`config.mk`:
```
export PLATFORM = sky130hd
export DESIGN_NAME = fetch_unit
export DESIGN_NICKNAME = d
export VERILOG_FILES = /design/src/rtl/mips_pkg.sv /design/src/rtl/fetch_unit_if_id_reg.sv /design/src/rtl/fetch_unit.sv
export SDC_FILE = /design/constraint.sdc
export NUM_CORES = 1
export LEC_CHECK = 0
export BUFFER_PORTS_ARGS = -buffer_cell sky130_fd_sc_hd__buf_2
export CAP_MARGIN = 20
export CORE_AREA = 3 3 151 153
export CTS_BUF_LIST = sky130_fd_sc_hd__clkbuf_8
export CTS_CLUSTER_SIZE = 16
export DETAILED_ROUTE_END_ITERATION = 7
export DIE_AREA = 0 0 154 156
export PLACE_DENSITY = 0.62
export SLEW_MARGIN = 30
export SYNTH_ARGS = -nofsm -noshare
export SYNTH_HDL_FRONTEND = slang
export SYNTH_SLANG_ARGS = --single-unit
```
`constraint.sdc`:
```
create_clock -name clk -period 4.7 [get_ports clk]
set_input_delay 0.47 -clock clk [delete_from_list [all_inputs] [get_ports clk]]
set_output_delay 0.47 -clock clk [all_outputs]
set_load 0.01 [all_outputs]
```
`src/rtl/mips_pkg.sv`:
```
// Shared MIPS core definitions used by the fetch stage.
//   WORD_W            : datapath / address width
//   INSTR_BYTES       : bytes per instruction word
//   RESET_PC_DEFAULT  : default PC loaded on reset
//   NOP_INSTR_DEFAULT : sll $0,$0,0 encoding used for bubbles
//   pc_sel_e          : next-PC source chosen each cycle
//   align_word()      : clears the byte-offset bits of an address
package mips_pkg;

   localparam int unsigned WORD_W      = 32;
   localparam int unsigned INSTR_BYTES = 4;

   localparam logic [WORD_W-1:0] RESET_PC_DEFAULT  = '0;
   localparam logic [WORD_W-1:0] NOP_INSTR_DEFAULT = '0;

   typedef enum logic [1:0] {
      PC_SEQ      = 2'd0,
      PC_HOLD     = 2'd1,
      PC_REDIRECT = 2'd2
   } pc_sel_e;

   function automatic logic [WORD_W-1:0] align_word(input logic [WORD_W-1:0] addr);
      return {addr[WORD_W-1:2], 2'b00};
   endfunction

endpackage

```
`src/rtl/fetch_unit_if_id_reg.sv`:
```
// IF/ID pipeline register.
//   clk, reset        : clock, asynchronous active-high reset
//   load              : capture next_instr / next_pc / next_pc4, mark valid
//   squash            : replace instruction with NOP, clear valid, keep pc/pc4
//   next_instr/pc/pc4 : values captured on load
//   instr/pc/pc4      : registered outputs
//   valid             : register holds a real (non-squashed) instruction
// With neither load nor squash the register holds. Squash wins over load.
module if_id_reg
   import mips_pkg::*;
#(
   parameter logic [WORD_W-1:0] RESET_PC  = RESET_PC_DEFAULT,
   parameter logic [WORD_W-1:0] NOP_INSTR = NOP_INSTR_DEFAULT
) (
   input  logic              clk,
   input  logic              reset,
   input  logic              load,
   input  logic              squash,
   input  logic [WORD_W-1:0] next_instr,
   input  logic [WORD_W-1:0] next_pc,
   input  logic [WORD_W-1:0] next_pc4,
   output logic [WORD_W-1:0] instr,
   output logic [WORD_W-1:0] pc,
   output logic [WORD_W-1:0] pc4,
   output logic              valid
);

   always_ff @(posedge clk or posedge reset) begin
      if (reset) begin
         instr <= NOP_INSTR;
         pc    <= RESET_PC;
         pc4   <= RESET_PC + WORD_W'(INSTR_BYTES);
         valid <= 1'b0;
      end else if (squash) begin
         instr <= NOP_INSTR;
         valid <= 1'b0;
      end else if (load) begin
         instr <= next_instr;
         pc    <= next_pc;
         pc4   <= next_pc4;
         valid <= 1'b1;
      end
   end

endmodule

```
`src/rtl/fetch_unit.sv`:
```
// Instruction-fetch stage: owns the PC, drives the ROM address, fills IF/ID.
//   clk, reset       : clock, asynchronous active-high reset
//   stall            : hold PC and IF/ID (load-use hazard)
//   redirect_valid   : taken branch/jump; load redirect_target (beats stall)
//   redirect_target  : byte address of the next instruction
//   imem_addr        : ROM byte address (= pc, combinational)
//   imem_instr       : ROM data for imem_addr (zero latency)
//   if_id_instr/pc/pc4/valid : IF/ID pipeline register
//   fetch_misaligned : one-cycle pulse after a redirect whose target[1:0] != 0
//   fetch_count      : instructions accepted into IF/ID (wraps)
module fetch_unit
   import mips_pkg::*;
#(
   parameter logic [31:0] RESET_PC  = 32'h0000_0000,
   parameter logic [31:0] NOP_INSTR = 32'h0000_0000,
   parameter int unsigned CNT_W     = 32
) (
   input  logic             clk,
   input  logic             reset,
   input  logic             stall,
   input  logic             redirect_valid,
   input  logic [31:0]      redirect_target,
   output logic [31:0]      imem_addr,
   input  logic [31:0]      imem_instr,
   output logic [31:0]      if_id_instr,
   output logic [31:0]      if_id_pc,
   output logic [31:0]      if_id_pc4,
   output logic             if_id_valid,
   output logic             fetch_misaligned,
   output logic [CNT_W-1:0] fetch_count
);

   logic [WORD_W-1:0] pc;
   logic [WORD_W-1:0] pc_plus4;
   pc_sel_e           pc_sel;

   assign imem_addr = pc;
   assign pc_plus4  = pc + WORD_W'(INSTR_BYTES);

   always_comb begin
      pc_sel = PC_SEQ;
      if (redirect_valid) pc_sel = PC_REDIRECT;
      else if (stall)     pc_sel = PC_HOLD;
   end

   always_ff @(posedge clk or posedge reset) begin
      if (reset) begin
         pc               <= RESET_PC;
         fetch_misaligned <= 1'b0;
         fetch_count      <= '0;
      end else begin
         unique case (pc_sel)
            PC_REDIRECT: begin
               // Low bits are dropped; the pulse only reports that they were set.
               pc               <= align_word(redirect_target);
               fetch_misaligned <= |redirect_target[1:0];
            end
            PC_HOLD: begin
               fetch_misaligned <= 1'b0;
            end
            default: begin
               pc               <= pc_plus4;
               fetch_misaligned <= 1'b0;
               fetch_count      <= fetch_count + CNT_W'(1);
            end
         endcase
      end
   end

   if_id_reg #(
      .RESET_PC  (RESET_PC),
      .NOP_INSTR (NOP_INSTR)
   ) u_if_id_reg (
      .clk        (clk),
      .reset      (reset),
      .load       (pc_sel == PC_SEQ),
      .squash     (pc_sel == PC_REDIRECT),
      .next_instr (imem_instr),
      .next_pc    (pc),
      .next_pc4   (pc_plus4),
      .instr      (if_id_instr),
      .pc         (if_id_pc),
      .pc4        (if_id_pc4),
      .valid      (if_id_valid)
   );

endmodule

```
==> run summary, run 1 <==
Switching Power = 1020 uW
critical path required time = 5060 ps
Syn Inst Count = 752
RSZ-0062 raised after global routing = false
Worst R2R Start = imem_addr[4]
DRT Pass-1 Iters = 6
Rel. slew slack = 43.9%
Arr. time, crit path = 3030 ps
GP Congestion = 0.833
largest fanout on the critical path = 11
# IOs = 230
number of synthesized register bits = 156
number of global-route vias before repair = 6,141
clock power share = 34.5%
Mean Syn Cell Area = 9.69 um^2
Yosys cell types = 49
Reg power frac = 48.9%
grt ovf = 0
WL final = 21,500 um
Yosys Warn Count = 0
initial antenna violation count = 4
fin. max-slew vios = 0
hold crit path type = in2async
Final Critical Period = 2670 ps
DR WL/cell = 17.4 um
Comb power frac = 16.6%
Core Util, Final = 41.6%
Layout area overhead = 23.8%
DIE HEIGHT = 156 um
FFs w/ async S/R, synth = 100%
status = complete, no violations
ys flop type = dfrtp_1
drt first-iter violations = 360
Lkg Pwr = 0.00441 uW
CTS Buf Count = 17
clock skew = 16.1 ps
cts repair resizes = 0
Seq/Total Area, Yosys = 53.6%
placed instance area = 8570 um^2
VDD IR-drop max = 0.177 mV
Placement Rows = 54
Die Wd = 154 um
Worst setup EP type = flip-flop
Mapped Area = 7290 um^2
final setup margin = 2030 ps
Post-DP HPWL = 15,500 um
pin count of the biggest net entering global routing = 82
pre-CTS WS = 1980 ps
Filler cells = 2,208
root buffer cell = clkbuf_8
number of flops mapped to enable cells by yosys = 0
period utilization = 56.7%
Vias/cell = 4.95
filler-free cell count of the finished design = 1,238
Multi-input gate area = 3120 um^2
core area = 21,700 um^2
clk sink count = 156
setup bufs post-CTS = 0
Antenna Nets Post-Route = 0
I/O Buffers = 223
Reg area = 3910 um^2
hold buffers post-CTS = 0
Startpoint Class = flip-flop
design internal power = 2320 uW
htree depth = 4
Max Cap Viol = 0
DRC Markers = 0
Final Hold Viols = 0
placed cells = 1,205
Net Sw Frac = 30.5%
Starting Density = 33.6%
post-route cell area = 9030 um^2
layout cells sized above 1 = 28.5%
fmax = 375 MHz
Worst Setup Path Type = reg2reg
CTS tree = done
final setup fails = 0
Worst Setup SP = imem_addr[4]
worst-margin pin slew = 841 ps
nets@finish = 1,014
total track usage = 18.0%
clock-pin slew on the worst setup and hold paths = 90 ps
Worst-Skew Late Latency = 450 ps
pwr dens = 369 nW/um^2
Clock Tree Buf Depth = 2
setup TNS = 0 ps
vias = 6,126
first-pass GRT wire length = 34,300 um
total die area = 24,000 um^2
-- metrics by stage --
stage                     hold WS (ps)  total power (uW)
after floorplan                    486              1940
after global placement             455              2210
after detailed placement           462              2220
after CTS                          161              3380
after global routing               178              3520
final                              130              3330
-- final timing paths --
path                            slack [ps]             endpoint  cells past startpoint
worst max-delay path                  2030        imem_addr[25]                      4
worst min-delay path                   130    u_if_id_reg.pc[8]                      2
worst max register to register        2030        imem_addr[25]                      4
worst min register to register         460      fetch_count[31]                      1
max in group asynchronous             3530  u_if_id_reg.pc4[25]                      3
min in group clk                       220        imem_addr[19]                      3
-- registers in the layout, indices dropped and copies added, names as in the netlist --
name,cells
fetch_misaligned,1
u_if_id_reg.pc,30
fetch_count,32
u_if_id_reg.pc4,30
u_if_id_reg.valid,1
u_if_id_reg.instr,32
imem_addr,30
-- critical path, stage by stage, from the launching register on --
cell and delay, ps:
dfrtp_1 530, nand4_1 440, nor4_2 730, or4b_2 660
a31oi_1 230
-- cells in the mapped netlist (3+ instances only) --
cell type / n / area, um^2
nor3_1: 11 / 55.1
nor4_1: 10 / 62.6
or3_1: 10 / 62.6
nor2_1: 66 / 248
and4_1: 6 / 52.6
xnor2_1: 47 / 412
nand4_1: 22 / 138
or4_1: 16 / 120
xor2_1: 13 / 114
a31oi_1: 16 / 100
o31ai_1: 6 / 45.0
o211ai_1: 8 / 60.1
buf_2: 12 / 60.1
mux2i_1: 34 / 340
o21ai_0: 40 / 200
clkbuf_1: 37 / 139
and3_1: 9 / 56.3
inv_1: 8 / 30.0
nand2_1: 148 / 556
o41ai_1: 3 / 26.3
buf_4: 7 / 52.6
dfrtp_1: 155 / 3880
nand4b_1: 3 / 26.3
nand3_1: 31 / 155
buf_1: 4 / 15.0
-- power by group through the flow --
| stage | clock network (uW) | logic [uW] | registers, uW |
|---|---|---|---|
| after CTS | 1180 | 564 | 1630 |
| after global routing | 1240 | 620 | 1650 |
| final | 1150 | 551 | 1630 |
| after global placement | 0 | 558 | 1650 |
| after detailed placement | 0 | 562 | 1660 |
| after floorplan | 0 | 269 | 1670 |
-- kinds of logic after synthesis --
family	count (synthesis)	synth area share, %
AND/OR/NAND/NOR	350	23.3
AO/OA/AOI/OAI	80	6.63
multiplexers	34	4.67
XOR/XNOR	60	7.21
adder cells (fa/ha/maj)	2	0.343
buffers and inverters	69	4.22
flip-flops	156	53.6
other	1	0.0514
-- cells in the final DEF (no fill, tap or decap), types with 3 or more instances in the layout --
cell / n
buf_2: 223
dfrtp_1: 155
nand2_1: 148
nor2_1: 65
xnor2_1: 47
o21ai_0: 40
mux2i_1: 34
nand3_1: 31
nand4_1: 22
clkbuf_8: 19
a31oi_1: 16
or4_1: 16
xor2_1: 13
nor3_1: 11
or3_1: 10
nor4_1: 9
and3_1: 9
inv_1: 8
o211ai_1: 8
and4_1: 6
o31ai_1: 6
conb_1: 6
buf_4: 6
bufinv_16: 4
nand4b_1: 3
inv_6: 3
o41ai_1: 3
clkinv_4: 3
clkinvlp_4: 3
-- area by class of cell --
class                   instances  share of cell area (%)
clock inverters                13                    2.11
diodes                          1                  0.0277
repair buffers                229                    12.9
well taps                     280                    3.88
clock buffers                  19                    2.90
multi-input cells             532                    34.6
inverters                       8                   0.388
flip-flops and latches        156                    43.3
-- metal layers --
layer | track usage, % | part of all wire [%] | up-vias
li1 | - | - | 2973
met1 | 24.4 | 44 | 2892
met2 | 27.3 | 45 | 228
met3 | 6.44 | 9.6 | 27
met4 | 5.13 | 1.4 | 6
met5 | 0 | 0.21 | -
Note: power is estimated with default switching activity, not from simulation.
==> inputs of run 2 (changes only) <==
Clock period 4.7 ns to 2.3 ns, I/O delays scaled along.
==> run 2 against run 1 <==
  * Power is 110% higher
  * Non-clock buffer count is 80 higher
  * Die area stayed put
  * Combinational power is 140% higher
  * Clock-buffer cell count stayed put
  * Utilization is 3.6 points higher
  * Flip-flop and latch count stayed put
  * Cell area is 8.7% higher
  * Global-route usage is 0.90 points higher
  * Critical endpoint is now imem_addr[29]
  * Highest routed layer unchanged
==> run summary, run 2 (same netlist as run 1, synthesis figures left out) <==
total track usage = 18.9%
clock skew = 18.4 ps
DR WL/cell = 17.4 um
layout cells sized above 1 = 30.4%
filler-free cell count of the finished design = 1,317
RSZ-0062 raised after global routing = false
pwr dens = 725 nW/um^2
status = complete, no violations
nets@finish = 1,094
GP Congestion = 0.906
Final Hold Viols = 0
Starting Density = 33.6%
met2 WL = 10,500 um
core area = 21,700 um^2
DIE HEIGHT = 156 um
pin count of the biggest net entering global routing = 69
first-pass GRT wire length = 36,000 um
Lkg Pwr = 0.00482 uW
critical path required time = 2690 ps
worst-margin pin slew = 611 ps
Startpoint Class = flip-flop
final setup fails = 0
htree depth = 4
Rel. slew slack = 59.3%
clock-pin slew on the worst setup and hold paths = 100 ps
Antenna Nets Post-Route = 0
commonest non-fill, non-tap cells in the layout = 223 x buf_2, 155 x dfrtp_1, 148 x nand2_1, 65 x nor2_1, 47 x xnor2_1
Layout area overhead = 34.6%
DRT Pass-1 Iters = 5
Vias/cell = 4.92
CTS tree = done
Die Wd = 154 um
wl on met1 = 10,200 um
Worst Setup Path Type = reg2reg
vias = 6,475
DRC Markers = 0
fmax = 469 MHz
WL met3 = 1670 um
root buffer cell = clkbuf_8
Final Critical Period = 2130 ps
placed cells = 1,245
Max Cap Viol = 0
I/O Buffers = 223
initial antenna violation count = 2
number of global-route vias before repair = 6,396
total die area = 24,000 um^2
Placement Rows = 54
hold crit path type = in2reg
Clock Tree Buf Depth = 2
period utilization = 92.7%
DR top layer = met5
largest fanout on the critical path = 11
setup bufs post-CTS = 0
grt ovf = 0
WL final = 22,900 um
CTS Buf Count = 17
VDD IR-drop max = 0.422 mV
Arr. time, crit path = 2520 ps
fin. max-slew vios = 0
top flop regs = fetch_count x32, u_if_id_reg.instr x32
drt first-iter violations = 431
Post-DP HPWL = 16,700 um
Worst-Skew Late Latency = 460 ps
clk sink count = 156
# IOs = 230
commonest non-fill, non-tap cell in the layout = buf_2
Worst setup EP type = flip-flop
flop2flop setup slack = 170 ps
setup TNS = 0 ps
==> run 2: cell types whose count changed in the layout (fill, tap and decap cells not counted), sizes merged <==
cell / delta
clkinv: -2
bufinv: +2
dlygate4sd3: +40
clkinvlp: -1
buf: +40
==> run 2: critical path, cell delays in order (launching register included) <==
cell and delay (ps):
dfrtp_1 460, nand4_1 270, or4_4 630, or4_1 530
a31oi_1 180
==> run 2: final timing paths <==
check / startpoint / end / cells after the start
setup / recovery: imem_addr[21] / imem_addr[29] / 4
hold / removal: redirect_target[12] / imem_addr[12] / 3
setup reg to reg: imem_addr[21] / imem_addr[29] / 4
hold reg to reg: u_if_id_reg.pc4[6] / u_if_id_reg.pc4[6] / 2
max in group asynchronous: reset / imem_addr[17] / 4
min in group asynchronous: reset / u_if_id_reg.pc4[7] / 3
==> run 2: timing repair <==
action                                  4_1_cts  5_1_grt
endpoints found under the hold margin        56        1
gates resized for setup                       1        3
endpoints found under the setup margin        1        2
hold buffers                                 39        1
pin swaps                                     0        1
==> run 2: layout make-up <==
class	instances	area, um^2
fill	2077	11900
tap	280	350
clock buffer	19	262
timing repair buffer	309	1910
antenna	1	2.50
multi-input combinational	532	3130
clock inverter	12	218
sequential	156	3910
inverter	8	33.8
==> run 2: layer usage <==
layer | global-route usage [%] | vias up
li1 | - | 3136
met1 | 24.7 | 3078
met2 | 29.9 | 228
met3 | 5.83 | 31
met4 | 6.52 | 2
met5 | 0 | -
==> run 2: stage by stage <==
| stage | setup WS, ps | hold WS [ps] | total power, uW | cell area [um^2] | utilization, % |
|---|---|---|---|---|---|
| finish | 168 | 19.0 | 7110 | 9810 | 45.2 |
| global route | 39.5 | 2.05 | 7480 | 9810 | 45.2 |
| global placement | 109 | 327 | 4580 | 8910 | 41.1 |
| detailed placement | 8.54 | 323 | 4610 | 8910 | 41.1 |
| CTS | 58.0 | 2.25 | 7180 | 9780 | 45.1 |
| floorplan | 97.9 | 350 | 3960 | 7310 | - |
==> run 2: report_power, final <==
part           internal (uW)  total [uW]  switching, uW  leakage (uW)
clock                   1450        2510           1060      0.000245
combinational            562        1330            767       0.00260
sequential              3030        3270            245       0.00197
